==> config.mk <==
export PLATFORM = sky130hd
export DESIGN_NAME = if_fetch_unit
export DESIGN_NICKNAME = d
export VERILOG_FILES = /design/src/rtl/if_fetch_unit.sv
export SDC_FILE = /design/constraint.sdc
export NUM_CORES = 1
export LEC_CHECK = 0
export ABC_CLOCK_PERIOD_IN_PS = 3800
export CORE_MARGIN = 1.5
export CORE_UTILIZATION = 29
export DETAILED_ROUTE_END_ITERATION = 12
export HOLD_SLACK_MARGIN = 0.1
export PLACE_DENSITY_LB_ADDON = 0.2
export SYNTH_ARGS = -nofsm -noshare
export SYNTH_HDL_FRONTEND = slang
export SYNTH_SLANG_ARGS = --single-unit
==> constraint.sdc <==
create_clock -name clock -period 3.8 [get_ports clock]
set_clock_uncertainty 0.2 [all_clocks]
set_input_delay 0.38 -clock clock [delete_from_list [all_inputs] [get_ports clock]]
set_output_delay 0.38 -clock clock [all_outputs]
set_load 0.02 [all_outputs]
==> src/rtl/if_fetch_unit.sv <==
// Instruction fetch unit: one outstanding memory request, a one-entry hold buffer
// to absorb a response that arrives while stalled, and squashing of in-flight fetches on redirect.
//
// state   | meaning
// IDLE    | no request outstanding; may issue a fetch
// WAIT    | one request granted, response pending
// DISCARD | response pending belongs to a squashed path; drop it
module if_fetch_unit #(
   parameter logic [31:0] RESET_PC = 32'h0000_0000
) (
   input  logic        clock,
   input  logic        reset,
   input  logic        stall,
   input  logic        branch_taken,
   input  logic [31:0] branch_target,
   output logic        imem_req,
   output logic [31:0] imem_addr,
   input  logic        imem_gnt,
   input  logic        imem_rvalid,
   input  logic [31:0] imem_rdata,
   output logic [31:0] PC_out,
   output logic [31:0] instr_out,
   output logic        instr_valid
);

   typedef enum logic [1:0] {IDLE, WAIT, DISCARD} state_t;

   state_t      state_q, state_d;
   logic [31:0] fetch_pc;
   logic [31:0] req_pc;
   logic        buf_valid;
   logic [31:0] buf_pc;
   logic [31:0] buf_instr;
   logic        grant;
   logic        resp;
   logic        unused_target_lsbs;

   assign imem_req  = (state_q == IDLE) & ~reset & ~branch_taken & ~buf_valid;
   assign imem_addr = fetch_pc;
   assign grant     = imem_req & imem_gnt;
   assign resp      = (state_q == WAIT) & imem_rvalid & ~branch_taken;

   // Redirect targets are word aligned; the low bits are intentionally ignored.
   assign unused_target_lsbs = ^branch_target[1:0];

   always_comb begin
      state_d = state_q;
      case (state_q)
         IDLE: begin
            if (grant) state_d = WAIT;
         end
         WAIT: begin
            if (imem_rvalid)       state_d = IDLE;
            else if (branch_taken) state_d = DISCARD;
         end
         DISCARD: begin
            if (imem_rvalid) state_d = IDLE;
         end
         default: state_d = IDLE;
      endcase
   end

   always_ff @(posedge clock) begin
      if (reset) begin
         state_q     <= IDLE;
         fetch_pc    <= RESET_PC;
         req_pc      <= RESET_PC;
         buf_valid   <= 1'b0;
         buf_pc      <= 32'h0;
         buf_instr   <= 32'h0;
         PC_out      <= 32'h0;
         instr_out   <= 32'h0;
         instr_valid <= 1'b0;
      end else begin
         state_q <= state_d;
         if (grant) begin
            req_pc   <= fetch_pc;
            fetch_pc <= fetch_pc + 32'd4;
         end
         if (branch_taken) begin
            fetch_pc    <= {branch_target[31:2], 2'b00};
            instr_out   <= 32'h0;
            instr_valid <= 1'b0;
            buf_valid   <= 1'b0;
         end else if (stall) begin
            if (resp) begin
               buf_valid <= 1'b1;
               buf_pc    <= req_pc;
               buf_instr <= imem_rdata;
            end
         end else if (buf_valid) begin
            // Buffered instruction is older than any response arriving now.
            PC_out      <= buf_pc;
            instr_out   <= buf_instr;
            instr_valid <= 1'b1;
            buf_valid   <= resp;
            if (resp) begin
               buf_pc    <= req_pc;
               buf_instr <= imem_rdata;
            end
         end else if (resp) begin
            PC_out      <= req_pc;
            instr_out   <= imem_rdata;
            instr_valid <= 1'b1;
         end else begin
            instr_out   <= 32'h0;
            instr_valid <= 1'b0;
         end
      end
   end

endmodule

# --- Yosys cells after proc, flatten, opt, wreduce, memory -nomap -nowiden ---
# Index checks and enable logic that the tools add are counted.
op_classes:
  add_sub_neg: 1
  mul: 0
  n_div: 0
  n_lt_le_gt_ge: 0
  eq_ne: 6
  shifts: 0
  muxes: 22
  bitwise_logic: 10
  n_reduce_logical: 8
ops:
  columns: ["cell", "n"]
  rows:
  - ["$mux 32", 12]
  - ["$add 32x3->32 const B", 1]
  - ["$mux 2", 4]
  - ["$and 1x1->1", 6]
  - ["$pmux 2 s3", 1]
  - ["$reduce_and 3->1", 2]
  - ["$reduce_bool 2->1", 3]
  - ["$mux 1", 5]
  - ["$ne 2x2->1 const B", 2]
  - ["$not 1->1", 4]
  - ["$ne 3x3->1 const B", 1]
  - ["$eq 2x1->1 const B", 1]
  - ["$eq 2x2->1 const B", 1]
  - ["$logic_not 2->1", 1]
  - ["$ne 2x1->1 const B", 1]
  - ["$reduce_and 2->1", 1]
  - ["$reduce_or 2->1", 1]
totals:
  register_bits: 196
  latch_bits: 0
  ramBits: 0
  romBits: 0
  wordCells: 57
  memories: 0

# --- Longest topological paths before layout ---
# Gate-level depths: netlist (run 1).
depth:
  depth_word: 7
  mapped_depth: 9
  ltp_nobuf: 6

# --- Least setup slack after synthesis (run 1) ---
# Ideal clock, no wire load.
synth_timing:
  kind: "reg-to-reg"
  start: "register fetch_pc[3] (netlist: imem_addr[3])"
  end: "register fetch_pc[28] (netlist: imem_addr[28])"
  t_arrival_ns: 2.270
  required_ns: 3.521
  slack_ns: 1.251
  stages_incl_launch_ff: 7
  path_buffers: 0
  cell_sequence: "dfxtp_1 > ha_1 > nand3_1 > or3_1 > or3_1 > or4_1 > o211ai_1"
synth_via:
  elab_chain_cells: 3
synth_rtl:
  columns: ["item", "line_no", "rtl"]
  rows:
  - ["start: declaration", "29", "logic [31:0] fetch_pc;"]
  - ["start signal: assignment", "78", "fetch_pc <= fetch_pc + 32'd4;"]
  - ["start signal: assignment", "81", "fetch_pc <= {branch_target[31:2], 2'b00};"]
  - ["$add 32x3->32", "78", null]
  - ["$mux 32", "76", "if (grant) begin"]
  - ["$mux 32", "80", "if (branch_taken) begin"]
# No other way between the ends. The select of a mux whose other input is x is not followed.
# A chain may end at the register's enable or synchronous reset.

# --- Final worst setup path (run 1) ---
layout_timing:
  start: "register buf_valid"
  end: "register fetch_pc[28] (netlist: imem_addr[28])"
layout_via:
  elab_chain_cells: 4
layout_rtl:
  columns: ["item", "line_no", "rtl"]
  rows:
  - ["start: declaration", "31", "logic buf_valid;"]
  - ["start signal: assignment", "96", "buf_valid <= resp;"]
  - ["$not 1->1", "38", "assign imem_req = (state_q == IDLE) & ~reset & ~branch_taken & ~buf_valid;"]
  - ["$and 1x1->1", "38", null]
  - ["$and 1x1->1", "40", "assign grant = imem_req & imem_gnt;"]
  - ["$reduce_bool 2->1 (no source line)", null, null]
# No other way between the ends.

==> impl_results.md, run 1 <==
- Outcome: completed
- Post-route ant nets: 0
- Clk slew on worst S/H paths: 0.08 ns
- Crit end category: flop
- Total power: 4.23 mW
- Initial Util: 29.7%
- Most frequent cells in the layout: 213 x nand2_1, 187 x dfxtp_1, 159 x clkdlybuf4s50_1
- Vias: 7037
- Placed Area: 9650 µm²
- Final Cell Area: 10200 µm²
- Part of the cycle the worst path needs: 72.3%
- CTS tree: done
- Sequential fraction of the synthesis area: 48.3%
- Leak Pwr: 3.23 nW
- Core footprint: 26200 µm²
- CTS max path bufs: 2
- DR WL/cell: 16.2 µm
- Worst path cell trace: or4b_1, or2_2, buf_4, or4_1, o211ai_1
- Sequential cell area: 3770 µm²
- Final WS setup: 1.05 ns
- Hold violation count in the final report: 0
- Die Area: 27900 µm²
- Max Cap Viol: 0
- Largest area contributor in the synthesized netlist: dfxtp_1
- Arr. time, crit path: 2.89 ns
- First-pass GRT wire length: 36100 µm
- Peak VDD IR: 0.216 mV
- Startpoint types: flop
- Top-area cell type share of the netlist area: 48.3%
- Num rows: 59
- Bufs and invs on worst path: 1
- CTS buffer count: 17
- Final min period: 2.75 ns
- Placer Congestion: 0.764
- Max incr delay on CP: 0.68 ns
- Flop2flop setup slack: 1.05 ns
- Clock Latency Late Sink: 0.43 ns
- DR pass1 iterations: 5
- Main area contributors after synthesis: dfxtp_1 48%, nand2_1 10%, a21oi_1 7.1%
- Peak Freq: 364 MHz
- Layout fillers: 2691
- Synth Flop Type: dfxtp_1
- Asr flop ratio synth: 0%
- Pwr dens: 413 nW/µm²
- Fin nets: 1131
- Least-Margin Pin Slew: 0.989 ns
- Largest net degree at the start of global routing: 69
- Mapped Cells: 944
- Final Max Tran Viols: 0
- Yosys reg bits: 188
- Port Buffers: 161
- Vias in the first global route: 6613
- H-tree depth: 4
- Fraction of layout instances using a drive strength above 1: 6.24%
- Final global-route overflow total: 0
- RSZ-0062 raised after global routing: no
- Crit-path max FO: 35
- CTS Sinks: 188
- Post-CTS Resized: 0
- Avg Vias per Cell: 5.00
- Height of the die: 167 µm
- Worst slew margin: 33.8%
- Area grow syn2layout: 31.6%
- GRT Resource Usage Total: 16.2%
- Warnings, synthesis: 0
- Multi-input gate area: 3700 µm²
- Syn Area/Cell: 8.25 µm²
- Pre-CTS setup slack: 0.720 ns
- Hold/Removal Path Class: in -> reg
- Iteration-0 DRC Markers: 436
- Final wirelength: 22800 µm
- Post-synth EDFFs: 0
- Worst path top cell family by delay: simple AND/OR/NAND/NOR gates
- Mapped Area: 7790 µm²
- # setup viols final: 0
- IO Count: 168
- Slowest-stage cell, CP: or4b_1
- Post-DP HPWL: 15000 µm
- Crit path required time: 3.95 ns
- Commonest non-fill, non-tap cell in the layout: nand2_1
- Number of diodes: 0
- CTS root buf: clkbuf_16
- # Post-CTS Setup Buffers: 0
- Cts hold-fix bufs: 0
- Setup CP Type: reg -> reg
- Setup TNS: 0 ns
- Initial antenna violation count: 0
- Drt drc: 0
- Synth unique cells: 50
- Die W: 167 µm
## per-stage QoR
step                utilization, %  std cells  hold slack, ns
floorplan                        -        947           0.236
global placement              36.8       1376           0.241
detailed placement            36.8       1376           0.246
CTS                           39.1       1408           0.186
global route                  39.1       1408           0.193
finish                        39.1       1408           0.181
## cell type report
cell class | instances | share of cell area (%)
timing repair buffer | 178 | 17.0
clock inverter | 14 | 1.59
tap | 335 | 4.09
inverter | 4 | 0.147
multi-input combinational | 671 | 36.1
clock buffer | 18 | 4.29
sequential | 188 | 36.8
## power breakdown
part / internal, mW / total [mW] / switching (mW)
Combinational: 0.175 / 0.374 / 0.199
Sequential: 2.01 / 2.06 / 0.0504
Clock: 0.908 / 1.80 / 0.891
## per-layer routing
layer	vias up	GRT usage (%)	part of all wire (%)
met5	-	0	0
met4	0	3.24	0.61
met3	11	3.64	4.5
met2	157	26.1	46
met1	3316	22.3	49
li1	3553	-	-
## synthesized netlist by cell type (3+ instances only)
library cell    n
mux2_2          4
a21oi_1       110
nand3_1        12
xnor2_1         4
or3_1           6
a221oi_1       33
inv_1           3
and2_1         11
o22ai_1         7
and3_1          4
nor4_1          4
xor2_1          5
nor3_1         40
a31oi_1        14
and4_1          5
a211oi_1       32
mux2i_1        30
buf_4           4
o211ai_1        4
o311ai_0        5
nand4_1        12
nand2_1       213
clkbuf_1       72
buf_1           3
nor2_1         47
dfxtp_1       188
nor2b_1        34
buf_2           4
o21ai_0        10
## worst paths after layout
path         cells past startpoint             to       from
min reg2reg                      2      buf_pc[2]  buf_pc[2]
max                              5  imem_addr[28]  buf_valid
max reg2reg                      5  imem_addr[28]  buf_valid
min                              2  imem_addr[10]      reset
## state kept, by name, summed over array words and instances, names as in the netlist
signal and flops:
buf_instr 32, instr_out 32, PC_out 30, buf_pc 30, imem_addr 30, req_pc 30, state_q 2, buf_valid 1
instr_valid 1
## kinds of logic after synthesis
family,synth area share (%)
compound gates,18.3
xor+xnor,1.01
fa+ha+maj,0.161
buf+inv,4.59
flops,48.3
mux,4.43
other cells,0.0481
simple gates,23.1
Power figures use the tool's default switching activity.
==> run 2: changes to the inputs <==
- ABC_CLOCK_PERIOD_IN_PS: 3800 -> 2700
- clock period: 3.8 -> 2.7 ns (I/O delays scaled with it)
==> run 2 against run 1 <==
Sequential share of layout area fell by 0.96 points. Design area up 2.7%. Clock power grew 48%. First-iteration DRC count up 2.3%. Largest power group unchanged. Via count increased by 1.1%. Largest cell class unchanged.
==> impl_results.md, run 2 (synthesized netlist as in run 1, its figures left out) <==
- Sequential cell area: 3770 µm² (unchanged)
- Iteration-0 DRC Markers: 446 (+2.3%)
- Outcome: completed
- Peak Freq: 418 MHz (+15%)
- DR pass1 iterations: 6 (+1)
- CTS tree: done
- Initial Util: 29.7% (unchanged)
- Die Area: 27900 µm² (unchanged)
- Post-layout util: 40.2% (+1.0 points)
- Slowest-stage cell, CP: or4_1
- Num rows: 59 (unchanged)
- Vias in the first global route: 6524 (-1.3%)
- Placer Congestion: 0.785 (+2.8%)
- Largest net degree at the start of global routing: 93 (+35%)
- Number of diodes: 0 (unchanged)
- Worst path cell trace: ha_1, nand3_1, or3_1, or3_1, or4_1, o211ai_1
- Final min period: 2.39 ns (-0.354 ns)
- Part of the cycle the worst path needs: 88.6% (+16 points)
- Core footprint: 26200 µm² (unchanged)
- # setup viols final: 0 (unchanged)
- CTS root buf: clkbuf_16
- Multi-input gate area: 3700 µm² (unchanged)
- CTS buffer count: 17 (unchanged)
- CTS max path bufs: 2 (unchanged)
- Die W: 167 µm (unchanged)
- Vias: 7115 (+1.1%)
- Hold worst-path end: buf_valid
- Fin nets: 1159 (+2.5%)
- CTS Sinks: 188 (unchanged)
- Peak VDD IR: 0.323 mV (+49%)
- Max Cap Viol: 0 (unchanged)
- Clock Latency Late Sink: 0.43 ns (about the same)
- Clk slew on worst S/H paths: 0.07 ns (about the same)
- RSZ-0062 raised after global routing: no
- Flop2flop setup slack: 0.31 ns (-0.75 ns)
- Pwr dens: 581 nW/µm² (+41%)
- Setup TNS: 0 ns (unchanged)
- Gate power share: 9.5% (+0.7 points)
- Setup CP Type: reg -> reg
- R2r worst-path depth: 6 (+1)
- Leak Pwr: 3.41 nW (+5.6%)
- H-tree depth: 4 (unchanged)
- Final global-route overflow total: 0 (unchanged)
- Hold/Removal Path Class: in -> reg
- Final Max Tran Viols: 0 (unchanged)
- Critical Path Most Common Cell: or3_1
- Final wirelength: 23100 µm (+1.2%)
- First-pass GRT wire length: 36700 µm (+1.4%)
- Initial antenna violation count: 0 (unchanged)
- Worst r2r src: imem_addr[2]
- DR WL/cell: 16.1 µm (-0.76%)
- Post-DP HPWL: 15300 µm (+2.0%)
- Crit-path max FO: 4 (-89%)
- Most frequent cells in the layout: 213 x nand2_1, 187 x dfxtp_1, 158 x clkdlybuf4s50_1
- Worst reg2reg endpoint: imem_addr[28]
- Switching Share: 26.1% (-0.88 points)
- Max incr delay on CP: 0.48 ns (-0.20 ns)
- Fraction of layout instances using a drive strength above 1: 8.54% (+2.3 points)
- Post-route ant nets: 0 (unchanged)
- Area grow syn2layout: 35.1%
- Commonest non-fill, non-tap cell in the layout: nand2_1
- Clock power share: 43.5% (+1.0 points)
- Sw Pwr: 1.59 mW (+40%)
- Avg Vias per Cell: 4.95 (-0.86%)
- Hold path start: stall
- Startpoint types: flop
- Layout fillers: 2670 (-0.78%)
- Height of the die: 167 µm (unchanged)
- Least-Margin Pin Slew: 1.02 ns (+0.0269 ns)
- Pint: 4.52 mW (+46%)
- Largest regs: buf_instr (32), instr_out (32)
- Hold path depth: 3 (+1)
- GRT Resource Usage Total: 16.6% (+0.32 points)
- Crit path required time: 2.85 ns (-1.10 ns)
- Arr. time, crit path: 2.54 ns (-0.35 ns)
- Drt drc: 0 (unchanged)
- Seq pwr share: 47.0% (-1.6 points)
- Worst slew margin: 32.3% (-1.5 points)
- Port Buffers: 161 (unchanged)
- Hold violation count in the final report: 0 (unchanged)
- IO Count: 168 (unchanged)
- Crit end category: flop
[run 2: changes by cell type in the layout (fill, tap and decap cells not counted), sizes merged]
| cell | change |
|---|---|
| buf | +27 |
| bufinv | +2 |
| clkbuf | -1 |
| clkdlybuf4s50 | -1 |
| clkinv | -2 |
| clkinvlp | +1 |
| dlygate4sd3 | +1 |
| dlymetal6s2s | +1 |
[run 2: power by group through the flow]
stage / registers [mW] / logic, mW / clock network (mW)
after floorplan: 2.99 / 0.217 / 0
after global placement: 2.94 / 0.579 / 0
after detailed placement: 2.94 / 0.576 / 0
after CTS: 2.88 / 0.581 / 2.76
after global routing: 2.88 / 0.624 / 2.86
final: 2.87 / 0.578 / 2.66
[run 2: critical path, delay by kind of cell (launching register included)]
family	cells	cell delay, ns
AND/OR/NAND/NOR	4	1.47
adder cells (fa/ha/maj)	1	0.21
AO/OA/AOI/OAI	1	0.10
flip-flops	1	0.34
[run 2: final cells by class]
| class | instances | share of cell area (%) |
|---|---|---|
| Clock buffer | 17 | 4.04 |
| Clock inverter | 15 | 1.88 |
| Inverter | 4 | 0.143 |
| Multi-Input combinational cell | 671 | 35.2 |
| Sequential cell | 188 | 35.8 |
| Tap cell | 335 | 3.98 |
| Timing Repair Buffer | 206 | 19.0 |
[run 2: per-stage QoR]
stage | area, µm² | hold slack, ns | instances | total power [mW] | setup slack (ns)
floorplan | 7800 | 0.147 | 947 | 3.21 | 0.151
global placement | 9890 | 0.241 | 1403 | 3.52 | 0.0775
detailed placement | 9890 | 0.246 | 1403 | 3.52 | 0.0787
CTS | 10500 | 0.124 | 1436 | 6.21 | 0.0191
global route | 10500 | 0.201 | 1436 | 6.37 | 0.175
finish | 10500 | 0.147 | 1436 | 6.11 | 0.307
[run 2: metal layers]
layer,routed length [µm],global-route usage (%),vias up,part of all wire (%)
li1,-,-,3595,-
met4,185,3.83,0,0.80
met5,0,0,-,0
met1,11300,23.5,3335,49
met2,10400,25.4,171,45
met3,1180,3.75,14,5.1
[run 2: worst max-delay path by stage]
stage	from	to	slack, ns	depth (start not counted)
finish	imem_addr[2]	imem_addr[28]	0.31	6
global route	imem_addr[2]	imem_addr[28]	0.17	6
CTS	reset	imem_req	0.02	5
detailed placement	imem_gnt	imem_addr[8]	0.08	7
global placement	imem_gnt	imem_addr[30]	0.08	7
floorplan	imem_addr[3]	imem_addr[28]	0.15	6
[run 2: timing repair]
action / CTS / global route
setup endpoints to repair: 0 / 1
hold buffers: 1 / 0
hold endpoints to repair: 1 / 0
setup buffers: 0 / 0
resized for setup: 0 / 1
==> run 3: changes to the inputs <==
- CAP_MARGIN: not set -> 10
==> results of run 3 <==
Same layout as run 2: the final DEF is identical, and so are final timing and power.
